## src/rtl/acumulador_moedas.sv

```systemverilog
// Coin accumulator for a vending controller: sums 1/2-unit coins, hands the
// total and product code to an external comparator, then dispenses or refunds.
module acumulador_moedas #(
  parameter int VALOR_MAX = 15
) (
  input  logic       clk,
  input  logic       rst,
  input  logic       moeda_valida,
  input  logic [1:0] moeda,
  input  logic [2:0] produto,
  input  logic       confirmar,
  input  logic       cancelar,
  input  logic       liberarProduto,
  input  logic       devolverMoedas,
  output logic [3:0] valorMoedas,
  output logic [2:0] valorProduto,
  output logic       enable,
  output logic       dispensar,
  output logic       devolver,
  output logic [3:0] valorDevolvido,
  output logic       rejeitarMoeda,
  output logic       ocupado
);

  localparam logic [2:0] OCIOSO     = 3'd0;
  localparam logic [2:0] ACUMULANDO = 3'd1;
  localparam logic [2:0] COMPARANDO = 3'd2;
  localparam logic [2:0] ENTREGA    = 3'd3;
  localparam logic [2:0] DEVOLUCAO  = 3'd4;

  localparam logic [4:0] LIMITE = 5'(VALOR_MAX);

  // Coin code to unit value; zero marks an invalid code.
  function automatic logic [1:0] coin_value(input logic [1:0] code);
    case (code)
      2'b01:   coin_value = 2'd1;
      2'b10:   coin_value = 2'd2;
      default: coin_value = 2'd0;
    endcase
  endfunction

  function automatic logic is_busy(input logic [2:0] st);
    case (st)
      COMPARANDO, ENTREGA, DEVOLUCAO: is_busy = 1'b1;
      default:                        is_busy = 1'b0;
    endcase
  endfunction

  logic [2:0] state_r, state_s;
  logic [3:0] total_r, total_s;
  logic [2:0] prod_r, prod_s;
  logic       enable_r, enable_s;
  logic       dispensar_r, dispensar_s;
  logic       devolver_r, devolver_s;
  logic [3:0] devolvido_r, devolvido_s;
  logic       rejeitar_r, rejeitar_s;
  logic       ocupado_r, ocupado_s;
  logic [1:0] coin_val_s;
  logic [4:0] coin_sum_s;
  logic       accepting_s;
  logic       coin_ok_s;

  // Coin acceptance: only while accepting, never alongside a purchase/abort request.
  always_comb begin
    coin_val_s  = coin_value(moeda);
    coin_sum_s  = {1'b0, total_r} + {3'b000, coin_val_s};
    accepting_s = (state_r == OCIOSO) || (state_r == ACUMULANDO);
    if (moeda_valida && (coin_val_s != 2'd0) && accepting_s && !confirmar && !cancelar &&
        (coin_sum_s <= LIMITE)) begin
      coin_ok_s = 1'b1;
    end else begin
      coin_ok_s = 1'b0;
    end
  end

  // Next-state and next-output computation; every output is registered below.
  always_comb begin
    state_s     = state_r;
    total_s     = total_r;
    prod_s      = prod_r;
    enable_s    = 1'b0;
    dispensar_s = 1'b0;
    devolver_s  = 1'b0;
    devolvido_s = 4'd0;
    rejeitar_s  = moeda_valida && !coin_ok_s;

    case (state_r)
      OCIOSO: begin
        if (coin_ok_s) begin
          total_s = coin_sum_s[3:0];
          state_s = ACUMULANDO;
        end else begin
          state_s = OCIOSO;
        end
      end
      ACUMULANDO: begin
        if (cancelar) begin
          state_s     = DEVOLUCAO;
          devolver_s  = 1'b1;
          devolvido_s = total_r;
        end else if (confirmar && (total_r != 4'd0)) begin
          state_s  = COMPARANDO;
          prod_s   = produto;
          enable_s = 1'b1;
        end else if (coin_ok_s) begin
          total_s = coin_sum_s[3:0];
        end else begin
          state_s = ACUMULANDO;
        end
      end
      COMPARANDO: begin
        // Anything other than a clean match refunds.
        if (liberarProduto && !devolverMoedas) begin
          state_s     = ENTREGA;
          dispensar_s = 1'b1;
        end else begin
          state_s     = DEVOLUCAO;
          devolver_s  = 1'b1;
          devolvido_s = total_r;
        end
      end
      ENTREGA: begin
        state_s = OCIOSO;
        total_s = 4'd0;
      end
      DEVOLUCAO: begin
        state_s = OCIOSO;
        total_s = 4'd0;
      end
      default: begin
        state_s = OCIOSO;
        total_s = 4'd0;
      end
    endcase

    ocupado_s = is_busy(state_s);
  end

  // State and output registers.
  always_ff @(posedge clk or posedge rst) begin
    if (rst) begin
      state_r     <= OCIOSO;
      total_r     <= 4'd0;
      prod_r      <= 3'd0;
      enable_r    <= 1'b0;
      dispensar_r <= 1'b0;
      devolver_r  <= 1'b0;
      devolvido_r <= 4'd0;
      rejeitar_r  <= 1'b0;
      ocupado_r   <= 1'b0;
    end else begin
      state_r     <= state_s;
      total_r     <= total_s;
      prod_r      <= prod_s;
      enable_r    <= enable_s;
      dispensar_r <= dispensar_s;
      devolver_r  <= devolver_s;
      devolvido_r <= devolvido_s;
      rejeitar_r  <= rejeitar_s;
      ocupado_r   <= ocupado_s;
    end
  end

  assign valorMoedas    = total_r;
  assign valorProduto   = prod_r;
  assign enable         = enable_r;
  assign dispensar      = dispensar_r;
  assign devolver       = devolver_r;
  assign valorDevolvido = devolvido_r;
  assign rejeitarMoeda  = rejeitar_r;
  assign ocupado        = ocupado_r;

endmodule

```

## config.mk

```make
export PLATFORM = sky130hd
export DESIGN_NAME = acumulador_moedas
export DESIGN_NICKNAME = d
export VERILOG_FILES = /design/src/rtl/acumulador_moedas.sv
export SDC_FILE = /design/constraint.sdc
export NUM_CORES = 1
export LEC_CHECK = 0
export ABC_AREA = 1
export CORE_MARGIN = 1
export CORE_UTILIZATION = 35
export DETAILED_ROUTE_END_ITERATION = 12
export PLACE_DENSITY = 0.6
export SLEW_MARGIN = 10
export SYNTH_ARGS = -nofsm -noshare
export SYNTH_HDL_FRONTEND = slang
export SYNTH_SLANG_ARGS = --single-unit
```

## constraint.sdc

```tcl
create_clock -name clk -period 4.39 [get_ports clk]
set_clock_uncertainty 0.15 [all_clocks]
set_input_delay 0.439 -clock clk [delete_from_list [all_inputs] [get_ports clk]]
set_output_delay 0.439 -clock clk [all_outputs]
set_load 0.02 [all_outputs]
```

==> reports/results.tsv <==
stage	metric	value	unit
worst_setup_path	crit_fanout	4	
final_layout	layout_commonest_cell	nand2_1	
power_and_ir_drop	clockPowerShare	0.198	
floorplanning	die_y	53.1	um
worst_setup_path	cp_cell_sequence	clkdlybuf4s50_1 -> inv_1 -> ha_1 -> ha_1 -> fa_1 -> nand3_1 -> nand2_1 -> o21ai_1 -> nand2_1 -> nand2_1 -> nand2_1	
power_and_ir_drop	swShare	0.337	
worst_setup_path	r2r_slack	2.47	ns
grt	antenna_found_initial	0	
final_layout	most-common-layout-cells	nand2_1, clkdlybuf4s50_1, dfrtp_1	
grt	grt_first_pass_wirelength	2.75	mm
clocking	cts_buffer_depth	2	
power_and_ir_drop	pwr-share-seq	0.484	
clocking	post-cts-setup-buffer-count	0	
worst_hold_path	min_path_cells	2	
timing	worst_slew_pin_slew	0.710	ns
final_layout	fillCellCount	245	
worst_hold_path	min-delay-start	valorProduto[2]	
worst_setup_path	cp.arrival	2.34	ns
timing	max_freq	436	MHz
worst_setup_path	cp.depth	11	
floorplanning	core-area	2480	sq um
worst_setup_path	worstSetupStartpointType	input port	
clocking	clkSinkCount	19	
clocking	cts_tree	yes	
logic_synthesis	synth_area	915	sq um
logic_synthesis	netlist.top_cell.by_area	dfrtp_1	
worst_hold_path	hp-class	register to register	
worst_setup_path	crit_required	4.44	ns
power_and_ir_drop	p_sw	151	uW
power_and_ir_drop	finalPower	448	uW
worst_setup_path	critPathKind	input port to register	
power_and_ir_drop	pwr_density_cell	361	nW/um^2
timing	finalSetupTns	0	ns
run_status	status	completed	
drt	drc	0	
worst_setup_path	reg2reg_depth	8	
worst_setup_path	critPathTopFamily	adder cells	
logic_synthesis	yosys.area_share.simple	0.282	
logic_synthesis	synth_warnings	0	
logic_synthesis	synthCells	103	
logic_synthesis	synth_fa_ha_area_frac	0.0766	
drt	drtAntennaViolNets	0	
worst_setup_path	critPathMostFrequentCell	nand2_1	
timing	slew_headroom	0.526	
floorplanning	io_pins	28	
clocking	clk_latency	0.30	ns
logic_synthesis	synth_top_family_by_area	simple AND/OR/NAND/NOR gates	
timing	finalMaxSlewViolations	0	
clocking	clk_pin_slew	0.11	ns
clocking	root_buffer	clkbuf_4	
logic_synthesis	synth-seq-area-share	0.520	
worst_setup_path	cp_num_buf_inv	2	
logic_synthesis	synth_seq_cells	19	
grt	grt_pass1_vias	605	
logic_synthesis	yosysTopAreaCellShare	0.520	
grt	grt_max_degree	20	
drt	dr_total_vias	730	
floorplanning	die-area	2820	sq um
floorplanning	die_w	53.1	um
logic_synthesis	synth_compound_area_frac	0.0260	
grt	track_usage	0.140	
worst_hold_path	min_to	valorProduto[2]	
floorplanning	start_util	0.369	
timing	hold_violations	0	
drt	drt_iter0_drc	6	
timing	rsz0062_at_grt	no	
drt	wl_per_cell	10.5	um
placed_design	gp_congestion	0.805	
worst_setup_path	reg2reg_to	valorMoedas[3]	
power_and_ir_drop	vdd.ir_drop.worst	0.233	mV
floorplanning	rows	18	
final_layout	nets	151	
clocking	cts-resized-gates	0	
power_and_ir_drop	p_int	297	uW
worst_setup_path	slowest_stage	clkdlybuf4s50_1	
logic_synthesis	syn_nets	120	
clocking	numCtsBuffers	3	
drt	dr.pass1.iters	4	
grt	grt.overflow.total	0	
worst_setup_path	critPathCaptureType	register	
worst_setup_path	max_stage_delay	0.48	ns
placed_design	io_buffers	27	
power_and_ir_drop	p_leak	0.638	nW
logic_synthesis	synth_cell_type_count	18	
drt	drt-total-wl	1.71	mm
final_layout	layout-drive-gt1-share	0.0977	
final_layout	area_delta_synth_final	35.8	%
job	max-cap-violations	0	
timing	setup_viol	0	
worst_setup_path	r2r_start	valorMoedas[0]	
clocking	htree_levels	1	
timing	period_share	0.522	
final_layout	diodes	0	
logic_synthesis	post_synth.cell_area_avg	8.88	sq um
clocking	cts_hold_buffers	0	
logic_synthesis	synth_xor_area_frac	0.00958	
timing	post-route-min-period	2.29	ns
logic_synthesis	synthMuxAreaShare	0	
drt	vias_per_cell	4.48	
power_and_ir_drop	p_comb_frac	0.318	
logic_synthesis	synth.area.top_cells	dfrtp_1, nand2_1, inv_1, ha_1, nand3_1	
synthesized netlist by cell type (all sizes together):
master	number
xor2	1
dfrtp	19
buf	1
fa	1
nand4	4
nor2	12
inv	19
nand2	29
o22ai	2
nand3	9
o21ai	1
nand3b	1
ha	4
worst register-to-register path, stage by stage (launching register included):
cell and delay (ns):
dfrtp_1 0.43, ha_1 0.25, fa_1 0.41, nand3_1 0.09, nand2_1 0.08, o21ai_1 0.16
nand2_1 0.12, nand2_1 0.08, nand2_1 0.05
area by class of cell:
cell class / instances / area, sq um / share of cell area
sequential: 19 / 475 / 0.383
multi-input combinational: 64 / 360 / 0.290
timing repair buffer: 27 / 270 / 0.218
inverter: 19 / 71.3 / 0.0574
tap: 30 / 37.5 / 0.0302
clock buffer: 3 / 22.5 / 0.0181
clock inverter: 1 / 5.00 / 0.00403
worst max path at each step:
stage | from | slack, ns | to
3_3_place_gp | moeda[1] | 1.83 | valorMoedas[3]
5_1_grt | moeda[1] | 2.02 | valorMoedas[0]
6_report | moeda[1] | 2.10 | valorMoedas[3]
2_1_floorplan | moeda[1] | 2.39 | valorMoedas[3]
4_1_cts | moeda[1] | 2.11 | valorMoedas[3]
3_5_place_dp | moeda[1] | 1.79 | valorMoedas[3]
state kept, by name, summed over array words and instances, names as in the netlist:
name            cells
dispensar           1
valorDevolvido      4
valorMoedas         4
rejeitarMoeda       1
ocupado             1
valorProduto        3
enable              1
state_r             3
devolver            1
metrics by stage:
step	area, sq um	util	setup WS (ns)	hold slack [ns]	cells
after floorplan	915	-	2.39	0.240	103
after global placement	1210	0.490	1.83	0.307	159
after detailed placement	1210	0.490	1.79	0.312	159
after CTS	1240	0.502	2.11	0.339	163
after global routing	1240	0.502	2.02	0.352	163
final	1240	0.502	2.10	0.333	163
per-layer routing:
metal  global-route usage  part of all wire  wire length, um  vias to the layer above
met5                    0                 0                0                        -
met4               0.0395             0.011               18                        0
met3               0.0431             0.033               57                        2
met2                0.205              0.45              762                       17
met1                0.196              0.51              869                      332
li1                     -                 -                -                      379
power groups by stage:
stage / Sequential (mW) / Combinational [mW] / Clock, mW
after floorplan: 0.242 / 0.0589 / 0
after global placement: 0.221 / 0.143 / 0
after detailed placement: 0.221 / 0.144 / 0
after CTS: 0.218 / 0.145 / 0.0930
after global routing: 0.221 / 0.157 / 0.102
final: 0.217 / 0.142 / 0.0888
logic make-up after synthesis:
group                    after synthesis
AO/OA/AOI/OAI                          3
AND/OR/NAND/NOR                       55
buffers and inverters                 20
flip-flops                            19
adder cells (fa/ha/maj)                5
XOR/XNOR                               1
Power figures use the tool's default switching activity.
